### src/rtl/uart_pkg.sv
// Shared types and helpers for the FIFO-fed UART transmitter.
// The baud divider is derived from real-valued clock and line rates.
package uart_pkg;

    typedef enum logic [1:0] {
        NONE = 2'd0,
        EVEN = 2'd1,
        ODD  = 2'd2
    } parity_e;

    typedef enum logic [2:0] {
        IDLE,
        START,
        DATA,
        PARITY,
        STOP
    } tx_state_e;

    function automatic int clks_per_bit(input real sysclk, input real baud);
        return int'(sysclk / baud);
    endfunction

    // Code 3 is reserved on the configuration port and behaves like no parity.
    function automatic parity_e decode_parity(input logic [1:0] raw);
        case (raw)
            2'd1:    return EVEN;
            2'd2:    return ODD;
            default: return NONE;
        endcase
    endfunction

endpackage

### src/rtl/sync_fifo.sv
// Single-clock show-ahead FIFO: rdata always presents the oldest entry.
// Push when full and pop when empty are ignored.
module sync_fifo #(
    parameter  int WIDTH = 8,
    parameter  int DEPTH = 16,
    localparam int AW    = $clog2(DEPTH),
    localparam int LW    = $clog2(DEPTH + 1)
) (
    input  logic             clk,
    input  logic             rst_n,
    input  logic             push,
    input  logic [WIDTH-1:0] wdata,
    input  logic             pop,
    output logic [WIDTH-1:0] rdata,
    output logic             full,
    output logic             empty,
    output logic [LW-1:0]    level
);

    if (DEPTH < 2 || (DEPTH & (DEPTH - 1)) != 0) begin : g_bad_depth
        $error("sync_fifo: DEPTH must be a power of 2 and at least 2");
    end

    logic [WIDTH-1:0] mem_q [DEPTH];
    logic [AW-1:0]    wr_ptr_q;
    logic [AW-1:0]    rd_ptr_q;
    logic [LW-1:0]    level_q;
    logic             do_push;
    logic             do_pop;

    assign full    = (level_q == LW'(DEPTH));
    assign empty   = (level_q == '0);
    assign level   = level_q;
    assign rdata   = mem_q[rd_ptr_q];
    assign do_push = push && !full;
    assign do_pop  = pop && !empty;

    // NOTE: the storage array has no reset; pointers and level alone say which entries are valid.
    always_ff @(posedge clk) begin
        if (do_push) begin
            mem_q[wr_ptr_q] <= wdata;
        end
    end

    always_ff @(posedge clk or negedge rst_n) begin
        if (!rst_n) begin
            wr_ptr_q <= '0;
            rd_ptr_q <= '0;
            level_q  <= '0;
        end else begin
            if (do_push) begin
                wr_ptr_q <= wr_ptr_q + AW'(1);
            end
            if (do_pop) begin
                rd_ptr_q <= rd_ptr_q + AW'(1);
            end
            case ({do_push, do_pop})
                2'b10:   level_q <= level_q + LW'(1);
                2'b01:   level_q <= level_q - LW'(1);
                default: level_q <= level_q;
            endcase
        end
    end

endmodule

### src/rtl/uart_tx_fifo.sv
// UART transmitter fed from an internal FIFO; frames go out back-to-back.
// Parity and stop-bit count are sampled when a word leaves the FIFO.
module uart_tx_fifo
    import uart_pkg::*;
#(
    parameter  real SYSCLOCK   = 27.0,
    parameter  real BAUDRATE   = 1.0,
    parameter  int  DATA_BITS  = 8,
    parameter  int  FIFO_DEPTH = 16,
    localparam int  LVL_W      = $clog2(FIFO_DEPTH + 1)
) (
    input  logic                 clk,
    input  logic                 rst_n,
    input  logic                 s_valid,
    input  logic [DATA_BITS-1:0] s_data,
    output logic                 s_ready,
    input  logic [1:0]           cfg_parity,
    input  logic                 cfg_stop2,
    output logic                 tx,
    output logic                 tx_bsy,
    output logic                 tx_done,
    output logic [LVL_W-1:0]     fifo_level
);

    localparam int CLKS_PER_BIT = clks_per_bit(SYSCLOCK, BAUDRATE);
    localparam int CNT_W        = $clog2(CLKS_PER_BIT);
    localparam int IDX_W        = $clog2(DATA_BITS);

    localparam logic [CNT_W-1:0] BIT_LAST = CNT_W'(CLKS_PER_BIT - 1);
    localparam logic [CNT_W-1:0] DONE_CNT = CNT_W'(CLKS_PER_BIT - 2);
    localparam logic [IDX_W-1:0] IDX_LAST = IDX_W'(DATA_BITS - 1);

    if (CLKS_PER_BIT < 2) begin : g_bad_cpb
        $error("uart_tx_fifo: CLKS_PER_BIT must be at least 2");
    end
    if (DATA_BITS < 5 || DATA_BITS > 9) begin : g_bad_bits
        $error("uart_tx_fifo: DATA_BITS must be within 5..9");
    end

    logic                 fifo_push;
    logic                 fifo_pop;
    logic                 fifo_full;
    logic                 fifo_empty;
    logic [DATA_BITS-1:0] fifo_rdata;

    tx_state_e            state_q;
    logic [CNT_W-1:0]     bit_cnt_q;
    logic [IDX_W-1:0]     idx_q;
    logic                 stop_phase_q;
    logic [DATA_BITS-1:0] shift_q;
    logic                 par_en_q;
    logic                 par_bit_q;
    logic                 stop2_q;
    logic                 tx_q;
    logic                 tx_bsy_q;
    logic                 tx_done_q;
    logic                 alive_q;

    parity_e              par_cfg;
    logic                 bit_end;
    logic                 stop_end;

    sync_fifo #(
        .WIDTH (DATA_BITS),
        .DEPTH (FIFO_DEPTH)
    ) u_fifo (
        .clk   (clk),
        .rst_n (rst_n),
        .push  (fifo_push),
        .wdata (s_data),
        .pop   (fifo_pop),
        .rdata (fifo_rdata),
        .full  (fifo_full),
        .empty (fifo_empty),
        .level (fifo_level)
    );

    assign par_cfg   = decode_parity(cfg_parity);
    assign s_ready   = alive_q && !fifo_full;
    assign fifo_push = s_valid && s_ready;
    assign bit_end   = (bit_cnt_q == BIT_LAST);
    assign stop_end  = (state_q == STOP) && bit_end && (!stop2_q || stop_phase_q);

    // NOTE: pop is combinational so the popped word and the START transition share one edge.
    assign fifo_pop  = !fifo_empty && ((state_q == IDLE) || stop_end);

    assign tx      = tx_q;
    assign tx_bsy  = tx_bsy_q;
    assign tx_done = tx_done_q;

    always_ff @(posedge clk or negedge rst_n) begin
        if (!rst_n) begin
            state_q      <= IDLE;
            bit_cnt_q    <= '0;
            idx_q        <= '0;
            stop_phase_q <= 1'b0;
            shift_q      <= '0;
            par_en_q     <= 1'b0;
            par_bit_q    <= 1'b0;
            stop2_q      <= 1'b0;
            tx_q         <= 1'b1;
            tx_bsy_q     <= 1'b0;
            tx_done_q    <= 1'b0;
            alive_q      <= 1'b0;
        end else begin
            alive_q   <= 1'b1;
            tx_done_q <= 1'b0;
            if (fifo_pop) begin
                state_q      <= START;
                bit_cnt_q    <= '0;
                idx_q        <= '0;
                stop_phase_q <= 1'b0;
                shift_q      <= fifo_rdata;
                par_en_q     <= (par_cfg != NONE);
                par_bit_q    <= (par_cfg == ODD) ? ~^fifo_rdata : ^fifo_rdata;
                stop2_q      <= cfg_stop2;
                tx_q         <= 1'b0;
                tx_bsy_q     <= 1'b1;
            end else begin
                case (state_q)
                    IDLE: begin
                        tx_q     <= 1'b1;
                        tx_bsy_q <= 1'b0;
                    end
                    START: begin
                        if (bit_end) begin
                            state_q   <= DATA;
                            bit_cnt_q <= '0;
                            tx_q      <= shift_q[0];
                        end else begin
                            bit_cnt_q <= bit_cnt_q + CNT_W'(1);
                        end
                    end
                    DATA: begin
                        if (bit_end) begin
                            bit_cnt_q <= '0;
                            if (idx_q == IDX_LAST) begin
                                idx_q <= '0;
                                if (par_en_q) begin
                                    state_q <= PARITY;
                                    tx_q    <= par_bit_q;
                                end else begin
                                    state_q <= STOP;
                                    tx_q    <= 1'b1;
                                end
                            end else begin
                                idx_q   <= idx_q + IDX_W'(1);
                                shift_q <= shift_q >> 1;
                                tx_q    <= shift_q[1];
                            end
                        end else begin
                            bit_cnt_q <= bit_cnt_q + CNT_W'(1);
                        end
                    end
                    PARITY: begin
                        if (bit_end) begin
                            state_q   <= STOP;
                            bit_cnt_q <= '0;
                            tx_q      <= 1'b1;
                        end else begin
                            bit_cnt_q <= bit_cnt_q + CNT_W'(1);
                        end
                    end
                    STOP: begin
                        if (bit_end) begin
                            bit_cnt_q <= '0;
                            if (stop_end) begin
                                state_q      <= IDLE;
                                stop_phase_q <= 1'b0;
                                tx_bsy_q     <= 1'b0;
                            end else begin
                                stop_phase_q <= 1'b1;
                            end
                        end else begin
                            bit_cnt_q <= bit_cnt_q + CNT_W'(1);
                            // Registered pulse: raise it one cycle early so it lands on the last stop cycle.
                            tx_done_q <= (bit_cnt_q == DONE_CNT) && (!stop2_q || stop_phase_q);
                        end
                    end
                    default: begin
                        state_q <= IDLE;
                    end
                endcase
            end
        end
    end

endmodule
### config.mk
export PLATFORM = sky130hd
export DESIGN_NAME = uart_tx_fifo
export DESIGN_NICKNAME = d
export VERILOG_FILES = /design/src/rtl/uart_pkg.sv /design/src/rtl/sync_fifo.sv /design/src/rtl/uart_tx_fifo.sv
export SDC_FILE = /design/constraint.sdc
export NUM_CORES = 1
export LEC_CHECK = 0
export CORE_ASPECT_RATIO = 0.8
export CORE_UTILIZATION = 40
export CTS_BUF_LIST = sky130_fd_sc_hd__clkbuf_16
export DETAILED_ROUTE_END_ITERATION = 6
export PLACE_DENSITY_LB_ADDON = 0.05
export SYNTH_ARGS = -nofsm -noshare
export SYNTH_HDL_FRONTEND = slang
export SYNTH_SLANG_ARGS = --single-unit
### constraint.sdc
create_clock -name clk -period 4.5 [get_ports clk]
set_clock_uncertainty 0.05 [all_clocks]
set_input_delay 0.9 -clock clk [delete_from_list [all_inputs] [get_ports clk]]
set_output_delay 0.9 -clock clk [all_outputs]
set_load 0.05 [all_outputs]
==> impl_metrics.json, run 1 <==
{
  "grt-ovfl-total": 0,
  "worstPathRequired_ns": 4.77,
  "worstHoldStart": "stop2_q$_DFFE_PN0P_",
  "met2_length_mm": 6.60,
  "rows": 43,
  "hold_buffers": 0,
  "insertion_delay_ns": 0.43,
  "ant_nets": 0,
  "cts_tree": "yes",
  "worst_slack_ns": 0.905,
  "ys_ff_latch": 168,
  "drv_slew": 0,
  "fmax_mhz": 278,
  "die_h_um": 121,
  "powerDensity_nw_per_um2": 666,
  "hold_end": "stop2_q$_DFFE_PN0P_",
  "antenna_found_initial": 0,
  "crit_arrival_ns": 3.86,
  "p_leak_nw": 2.87,
  "viasPerCell": 5.25,
  "post-route-period-util": 0.799,
  "pin_count": 23,
  "grt_pass1_wl_mm": 22.8,
  "outcome": "completed",
  "synth_area_leaders": "edfxtp_1 (54%), dfrtp_1 (14%), mux4_2 (10%)",
  "initial_utilization": 0.411,
  "worstPathCellList": "inv_1 -> ha_1 -> and4b_1 -> a21oi_1 -> or3_1 -> inv_2 -> ha_1 -> inv_1 -> fa_1 -> inv_1 -> a21o_1 -> a21oi_1 -> xnor2_1 -> nor2_1 -> xor2_1",
  "power_mw": 5.38,
  "fill_cells": 1506,
  "path_clk_slew_ns": 0.07,
  "first_global_vias": 3717,
  "final-setup-viol-count": 0,
  "slowest_delay_ns": 0.51,
  "synth.top_cell.area_share": 0.539,
  "drcViolationCount": 0,
  "highest_layer": "met4",
  "r2r-end": "u_fifo.level[4]$_DFFE_PN0P_",
  "reg2regPathDepth": 15,
  "r2r-start": "bit_cnt_q[0]$_DFFE_PN0P_",
  "path_class": "register to register",
  "fp.coreArea_um2": 17400,
  "avgSynthCellArea_um2": 16.6,
  "cts-root-buf": "clkbuf_16",
  "hold_path_class": "register to register",
  "synth_top_cell_by_area": "edfxtp_1",
  "dieArea_um2": 18400,
  "end_kind": "register",
  "dieWidth_um": 151,
  "netlist_instances": 431,
  "r2r_setup_slack_ns": 0.90,
  "path_max_fanout": 26,
  "synth_edf_count": 128,
  "dp_hpwl_mm": 9.64,
  "yosysWarnings": 0,
  "hold_violations": 0,
  "drt_first_pass_iters": 4,
  "wl_per_cell_um": 21.1,
  "hold-worst-slack_ns": 0.444,
  "synthArstFlopShare": 0.238,
  "synthFlopType": "edfxtp_1",
  "tightest_slew_ns": 0.949,
  "rsz0062_at_grt": "false",
  "gr-usage-all-layers": 0.179,
  "layout.nets": 487,
  "tns_ns": 0,
  "layout-drive-gt1-share": 0.147,
  "cts_made_buffers": 17,
  "area_growth_pct": 13.3,
  "crit_top_cell": "inv_1",
  "syn_nets": 461,
  "drt-initial-drc-count": 168,
  "cts_setup_buffers": 0,
  "hold_depth": 2,
  "syn_area_um2": 7140,
  "cp-start-kind": "register",
  "finalWeightedCongestion": 0.775,
  "fin_crit_ns": 3.60,
  "ys_types": 44,
  "ys_seq_area_frac": 0.679,
  "htreeDepth": 4,
  "cts_resized": 0,
  "drv_cap": 0,
  "wl_met3_um": 482,
  "antenna_cells": 0,
  "pre_cts_ws_ns": 0.906,
  "port_buffers": 22,
  "relSlewSlack": 0.367,
  "clk_path_buf_depth": 2,
  "vdd_ir_drop_max_mv": 0.323,
  "num_vias": 3652,
  "grt_max_degree": 41,
  "cp_slowest_cell": "or3_1",
  "cts_sinks": 168,
  "wl_met1_mm": 7.38,
  "totalWireLength_mm": 14.6
}
[critical path, delay by kind of cell, from the launching register on]
kind / cells / cell delay, ns
fa+ha+maj: 3 / 0.91
simple gates: 3 / 0.81
buf+inv: 4 / 0.68
flops: 1 / 0.44
compound gates: 3 / 0.30
xor+xnor: 2 / 0.28
[state kept, by name, indices dropped and copies added (netlist names)]
register / cells
u_fifo.mem_q: 128
shift_q: 8
bit_cnt_q: 5
u_fifo.level: 5
u_fifo.rd_ptr_q: 4
u_fifo.wr_ptr_q: 4
idx_q: 3
state_q: 3
alive_q: 1
par_bit_q: 1
par_en_q: 1
stop2_q: 1
stop_phase_q: 1
tx: 1
tx_bsy: 1
tx_done: 1
[metrics by stage]
stage          cell area, um2  std cells  utilization
6_report                 8090        695        0.465
5_1_grt                  8090        695        0.465
4_1_cts                  8090        695        0.465
3_3_place_gp             7560        663        0.435
2_1_floorplan            7140        431            -
3_5_place_dp             7560        663        0.435
[final cells by class]
| class | instances | area, um2 | share of cell area |
|---|---|---|---|
| clock inverter | 15 | 108 | 0.0133 |
| tap | 225 | 282 | 0.0348 |
| inverter | 15 | 56.3 | 0.00696 |
| sequential | 168 | 4850 | 0.599 |
| timing repair buffer | 24 | 243 | 0.0300 |
| multi-input combinational | 231 | 2130 | 0.263 |
| clock buffer | 17 | 425 | 0.0526 |
[report_power, final]
part	leakage (nW)	internal, mW	switching, mW	total, mW
clock	0.259	0.705	0.611	1.32
combinational	0.961	0.927	1.03	1.95
sequential	1.65	1.89	0.223	2.11
total	2.87	3.52	1.86	5.38
[layer usage]
metal,GRT usage,up-vias
met2,0.260,45
met5,0,-
met1,0.263,1892
met3,0.0429,18
met4,0.0581,0
li1,-,1697
[Yosys cell counts, types with 3 or more instances]
master,n
nor2_1,12
inv_2,3
buf_2,3
o41ai_1,3
nand3_1,11
buf_6,3
edfxtp_1,128
mux4_2,32
a21oi_1,8
dfrtp_1,39
xnor2_1,10
nand2_1,35
o21ai_1,20
and2_1,17
ha_1,15
a22oi_1,6
nor3_1,5
inv_1,12
nor2b_1,7
nand4_1,3
clkbuf_1,10
xor2_1,3
o21ai_0,5
mux2i_1,10
mux4_1,4
a21o_1,4
[worst max-delay path by stage]
stage	startpoint	end	slack [ns]	cells after the start
5_1_grt	bit_cnt_q[0]$_DFFE_PN0P_	u_fifo.level[4]$_DFFE_PN0P_	0.63	15
3_3_place_gp	bit_cnt_q[0]$_DFFE_PN0P_	u_fifo.level[4]$_DFFE_PN0P_	1.0	15
6_report	bit_cnt_q[0]$_DFFE_PN0P_	u_fifo.level[4]$_DFFE_PN0P_	0.90	15
4_1_cts	bit_cnt_q[0]$_DFFE_PN0P_	u_fifo.level[4]$_DFFE_PN0P_	0.88	15
3_5_place_dp	bit_cnt_q[0]$_DFFE_PN0P_	u_fifo.level[4]$_DFFE_PN0P_	0.91	15
2_1_floorplan	u_fifo.level[1]$_DFFE_PN0P_	u_fifo.level[4]$_DFFE_PN0P_	0.91	12
[cell families after synthesis]
| logic type | synth area share |
|---|---|
| AO/OA/AOI/OAI | 0.0424 |
| flip-flops | 0.679 |
| other | 0.000525 |
| multiplexers | 0.131 |
| XOR/XNOR | 0.0256 |
| AND/OR/NAND/NOR | 0.0692 |
| buffers and inverters | 0.0228 |
| adder cells (fa/ha/maj) | 0.0291 |
[layout by cell type, fill, tap and decap left out, drive strengths merged, types with 2 or more instances in the layout]
master and count:
nor3 5, mux4 36, dfrtp 39, xor2 3, and2 17, xnor3 2
and3 2, nand4 3, o21ai 25, clkinv 10, a21o 4, a21oi 8
a22oi 6, mux2i 10, clkbuf 17, o41ai 3, xnor2 10, nand3 11
buf 3, nand2b 2, inv 18, nor3b 2, nor2b 7, ha 15
edfxtp 128, nor2 12, clkinvlp 2, o31ai 2, clkdlybuf4s50 21, nand2 35
Note: power is estimated with default switching activity, not from simulation.
==> run 2: changes to the inputs <==
==> constraint.sdc (replaced) <==
create_clock -name clk -period 3.3 [get_ports clk]
set_clock_uncertainty 0.05 [all_clocks]
set_input_delay 0.66 -clock clk [delete_from_list [all_inputs] [get_ports clk]]
set_output_delay 0.66 -clock clk [all_outputs]
set_load 0.05 [all_outputs]
==> impl_metrics.json, run 2 (synthesis results as in run 1) <==
{
  "cp-start-kind": "register",
  "grt-ovfl-total": 0,
  "power_frac_comb": 0.365,
  "fmax_mhz": 333,
  "htreeDepth": 4,
  "clkPwrFrac": 0.266,
  "fin_crit_ns": 3.00,
  "path_max_fanout": 6,
  "cts_resized": 0,
  "port_buffers": 22,
  "p_int_mw": 5.09,
  "p_leak_nw": 2.93,
  "clk_path_buf_depth": 2,
  "highest_layer": "met4",
  "wl_met1_mm": 7.79,
  "wl_per_cell_um": 21.2,
  "insertion_delay_ns": 0.43,
  "ant_nets": 0,
  "layout-drive-gt1-share": 0.164,
  "die_h_um": 121,
  "r2r-start": "bit_cnt_q[0]$_DFFE_PN0P_",
  "final_cell_mix": "edfxtp_1 (128), dfrtp_1 (38), nand2_1 (35)",
  "num_vias": 3741,
  "switching_share": 0.332,
  "hold-worst-slack_ns": 0.334,
  "rows": 43,
  "largest_register": "u_fifo.mem_q",
  "antenna_found_initial": 0,
  "worstPathRequired_ns": 3.56,
  "pin_count": 23,
  "final_common_cell": "edfxtp_1",
  "crit_start": "bit_cnt_q[0]$_DFFE_PN0P_",
  "viasPerCell": 5.34,
  "totalWireLength_mm": 14.9,
  "cts_made_buffers": 17,
  "tightest_slew_ns": 0.966,
  "drv_cap": 0,
  "area_growth_pct": 15.2,
  "tns_ns": 0,
  "pre_cts_ws_ns": 0.322,
  "hold_buffers": 0,
  "cts-root-buf": "clkbuf_16",
  "antenna_cells": 0,
  "first_global_vias": 3681,
  "path_clk_slew_ns": 0.07,
  "drt_first_pass_iters": 4,
  "powerDensity_nw_per_um2": 928,
  "layout.nets": 493,
  "power_mw": 7.62,
  "path_class": "register to register",
  "reg_top3": "u_fifo.mem_q: 128 flops, shift_q: 8 flops",
  "dp_hpwl_mm": 9.65,
  "grt_pass1_wl_mm": 22.7,
  "dieArea_um2": 18400,
  "wl_met3_um": 385,
  "cts_sinks": 168,
  "outcome": "completed",
  "vdd_ir_drop_max_mv": 0.384,
  "drt-initial-drc-count": 237,
  "drcViolationCount": 0,
  "cts_tree": "yes",
  "initial_utilization": 0.411,
  "post-route-period-util": 0.910,
  "relSlewSlack": 0.356,
  "finalWeightedCongestion": 0.762,
  "cts_setup_buffers": 0,
  "fill_cells": 1519,
  "final-setup-viol-count": 0,
  "seq_power_share": 0.370,
  "largest_reg_flops": 128,
  "dieWidth_um": 151,
  "drv_slew": 0,
  "hold_path_class": "input port to async pin",
  "rsz0062_at_grt": "false",
  "crit_arrival_ns": 3.27,
  "grt_max_degree": 41,
  "end_kind": "register",
  "met2_length_mm": 6.53,
  "p_sw_mw": 2.53,
  "hold_violations": 0,
  "worst_slack_ns": 0.297,
  "fp.coreArea_um2": 17400,
  "gr-usage-all-layers": 0.178
}
==> run 2: cell count changes in the layout (fill, tap and decap cells not counted) <==
cell        change
bufinv_16       +3
buf_12          +1
inv_6           +2
clkinv_2        -1
clkinv_4        -4
clkinv_1        -2
clkinvlp_2      +1
clkinvlp_4      +2
a21boi_1        -1
inv_8           -1
a21boi_2        +1
buf_4           +5
==> run 2: metrics by stage <==
| step | utilization | instance area (um2) | instances |
|---|---|---|---|
| floorplan | - | 7140 | 431 |
| global placement | 0.438 | 7620 | 669 |
| detailed placement | 0.438 | 7620 | 669 |
| CTS | 0.473 | 8220 | 701 |
| global route | 0.473 | 8220 | 701 |
| finish | 0.473 | 8220 | 701 |
==> run 2: layer usage <==
layer,vias up,global-route usage
met4,0,0.0600
met1,1963,0.270
li1,1709,-
met5,-,0
met3,14,0.0417
met2,55,0.247
==> run 2: power groups by stage <==
stage	logic, mW	clock network (mW)	registers [mW]
3_5_place_dp	2.82	0	2.86
6_report	2.78	2.02	2.82
5_1_grt	3.01	2.15	2.87
4_1_cts	2.83	2.07	2.82
2_1_floorplan	2.00	0	2.92
3_3_place_gp	2.79	0	2.86
==> run 2: worst paths after layout <==
path,endpoint,slack [ns],cells past startpoint
max reg2reg,u_fifo.level[4]$_DFFE_PN0P_,0.30,15
max in group asynchronous,u_fifo.rd_ptr_q[0]$_DFFE_PN0N_,2.20,1
min reg2reg,bit_cnt_q[4]$_DFFE_PN0P_,0.45,1
min in group clk,bit_cnt_q[4]$_DFFE_PN0P_,0.45,1
min,idx_q[2]$_DFFE_PN0P_,0.33,1
max,u_fifo.level[4]$_DFFE_PN0P_,0.30,15
==> run 2: final cells by class <==
type,instances,area (um2),share of cell area
clock inverters,15,176,0.0215
repair buffers,30,300,0.0365
clock buffers,17,425,0.0518
inverters,15,56.3,0.00685
flip-flops and latches,168,4850,0.590
multi-input cells,231,2130,0.259
well taps,225,282,0.0343
==> run 2: worst max-delay path: stages, from the launching register on <==
cell and delay [ns]:
dfrtp_1 0.44, inv_1 0.08, ha_1 0.18, and4b_1 0.24, a21oi_1 0.14, or3_1 0.37
inv_2 0.08, ha_1 0.22, inv_1 0.10, fa_1 0.40, inv_1 0.07, a21o_1 0.10
a21oi_1 0.07, xnor2_1 0.13, nor2_1 0.06, xor2_1 0.14
==> run 3: changes to the inputs <==
--- a/config.mk
+++ b/config.mk
@@ -10,6 +10,7 @@
 export CTS_BUF_LIST = sky130_fd_sc_hd__clkbuf_16
 export DETAILED_ROUTE_END_ITERATION = 6
 export PLACE_DENSITY_LB_ADDON = 0.05
+export REMOVE_ABC_BUFFERS = 1
 export SYNTH_ARGS = -nofsm -noshare
 export SYNTH_HDL_FRONTEND = slang
 export SYNTH_SLANG_ARGS = --single-unit
==> impl_metrics.json, run 3 (synthesis results as in run 1) <==
{
  "final-setup-viol-count": 0,
  "largest_register": "u_fifo.mem_q",
  "multiInputGateArea_um2": 2130,
  "hold_path_class": "input port to async pin",
  "seq_power_share": 0.362,
  "r2r_setup_slack_ns": 0.38,
  "crit_start": "u_fifo.level[0]$_DFFE_PN0P_",
  "end_kind": "primary output",
  "largest_reg_flops": 128,
  "cts_sinks": 168,
  "r2r-start": "bit_cnt_q[0]$_DFFE_PN0P_",
  "tns_ns": 0,
  "area_growth_pct": 15.9,
  "reg2regPathDepth": 15,
  "endpoint": "s_ready",
  "clkPwrFrac": 0.278,
  "vdd_ir_drop_max_mv": 0.446,
  "grt_max_degree": 36,
  "reg_top3": "u_fifo.mem_q: 128 flops, shift_q: 8 flops",
  "pin_count": 23,
  "fp.coreArea_um2": 17400,
  "cts_resized": 0,
  "powerDensity_nw_per_um2": 940,
  "drt-initial-drc-count": 260,
  "cts_setup_buffers": 0,
  "post-route-period-util": 0.900,
  "clk_path_buf_depth": 2,
  "rows": 43,
  "p_int_mw": 5.30,
  "crit_arrival_ns": 2.26,
  "port_buffers": 22,
  "final_common_cell": "edfxtp_1",
  "layout-drive-gt1-share": 0.159,
  "drv_slew": 0,
  "p_leak_nw": 2.98,
  "switching_share": 0.318,
  "antenna_cells": 0,
  "insertion_delay_ns": 0.42,
  "drt_first_pass_iters": 4,
  "cts_tree": "yes",
  "cts_made_buffers": 17,
  "hold_violations": 0,
  "num_vias": 3726,
  "rsz0062_at_grt": "false",
  "hold-worst-slack_ns": 0.177,
  "drcViolationCount": 0,
  "path_clk_slew_ns": 0.06,
  "wl_per_cell_um": 20.9,
  "cp-start-kind": "register",
  "final-seq-area_um2": 4850,
  "final_cell_mix": "edfxtp_1 (128), dfrtp_1 (38), nand2_1 (35)",
  "grt_pass1_wl_mm": 22.7,
  "dieArea_um2": 18400,
  "totalWireLength_mm": 14.7,
  "worstPathRequired_ns": 2.59,
  "viasPerCell": 5.31,
  "finalWeightedCongestion": 0.837,
  "path_class": "register to primary output",
  "die_h_um": 121,
  "fill_cells": 1478,
  "power_frac_comb": 0.359,
  "outcome": "completed",
  "grt-ovfl-total": 0,
  "first_global_vias": 3754,
  "layout.nets": 496,
  "gr-usage-all-layers": 0.177,
  "dp_hpwl_mm": 9.85,
  "htreeDepth": 4,
  "dieWidth_um": 151,
  "hold_buffers": 0,
  "antenna_found_initial": 0,
  "relSlewSlack": 0.566,
  "drv_cap": 0,
  "path_max_fanout": 5,
  "ant_nets": 0,
  "p_sw_mw": 2.47,
  "tightest_slew_ns": 0.646,
  "initial_utilization": 0.411,
  "r2r-end": "u_fifo.level[4]$_DFFE_PN0P_",
  "fin_crit_ns": 2.97,
  "cts-root-buf": "clkbuf_16",
  "fmax_mhz": 337
}
## run 3: how the worst min path moves through the flow
stage | endpoint | slack (ns)
3_5_place_dp | stop2_q$_DFFE_PN0P_ | 0.42
3_3_place_gp | stop2_q$_DFFE_PN0P_ | 0.42
6_report | par_en_q$_DFFE_PN0P_ | 0.18
5_1_grt | par_en_q$_DFFE_PN0P_ | 0.22
4_1_cts | par_en_q$_DFFE_PN0P_ | 0.19
2_1_floorplan | alive_q$_DFF_PN0_ | 0.31
## run 3: critical path: stages, from the launching register on
cell	delay (ns)
dfrtp_1	0.44
nor4_1	0.52
a21boi_1	0.15
clkdlybuf4s50_1	0.72
## run 3: routing by layer
metal | track usage | wire, um
met1 | 0.262 | 7280
met4 | 0.0431 | 55
met2 | 0.255 | 6690
met3 | 0.0492 | 674
met5 | 0 | 0
## run 3: power groups by stage
stage	Clock, mW	Combinational, mW	Sequential (mW)
global route	2.29	3.07	2.86
floorplan	0	1.72	3.09
finish	2.16	2.79	2.82
global placement	0	2.82	2.85
detailed placement	0	2.84	2.86
CTS	2.21	2.85	2.82
## run 3: cell type report
cell class | count | share of cell area
clock inverters | 13 | 0.0257
well taps | 225 | 0.0340
clock buffers | 17 | 0.0514
flip-flops and latches | 168 | 0.586
multi-input cells | 231 | 0.257
inverters | 15 | 0.00680
repair buffers | 33 | 0.0390
## run 3: through the flow
step                 util  instance area (um2)  setup slack, ns  total power [mW]  cells
floorplan               -                 7030           -0.185              4.81    414
global placement    0.439                 7640            0.456              5.67    672
detailed placement  0.439                 7640            0.405              5.70    672
CTS                 0.476                 8270            0.310              7.88    702
global route        0.476                 8270            0.137              8.22    702
finish              0.476                 8270            0.330              7.77    702
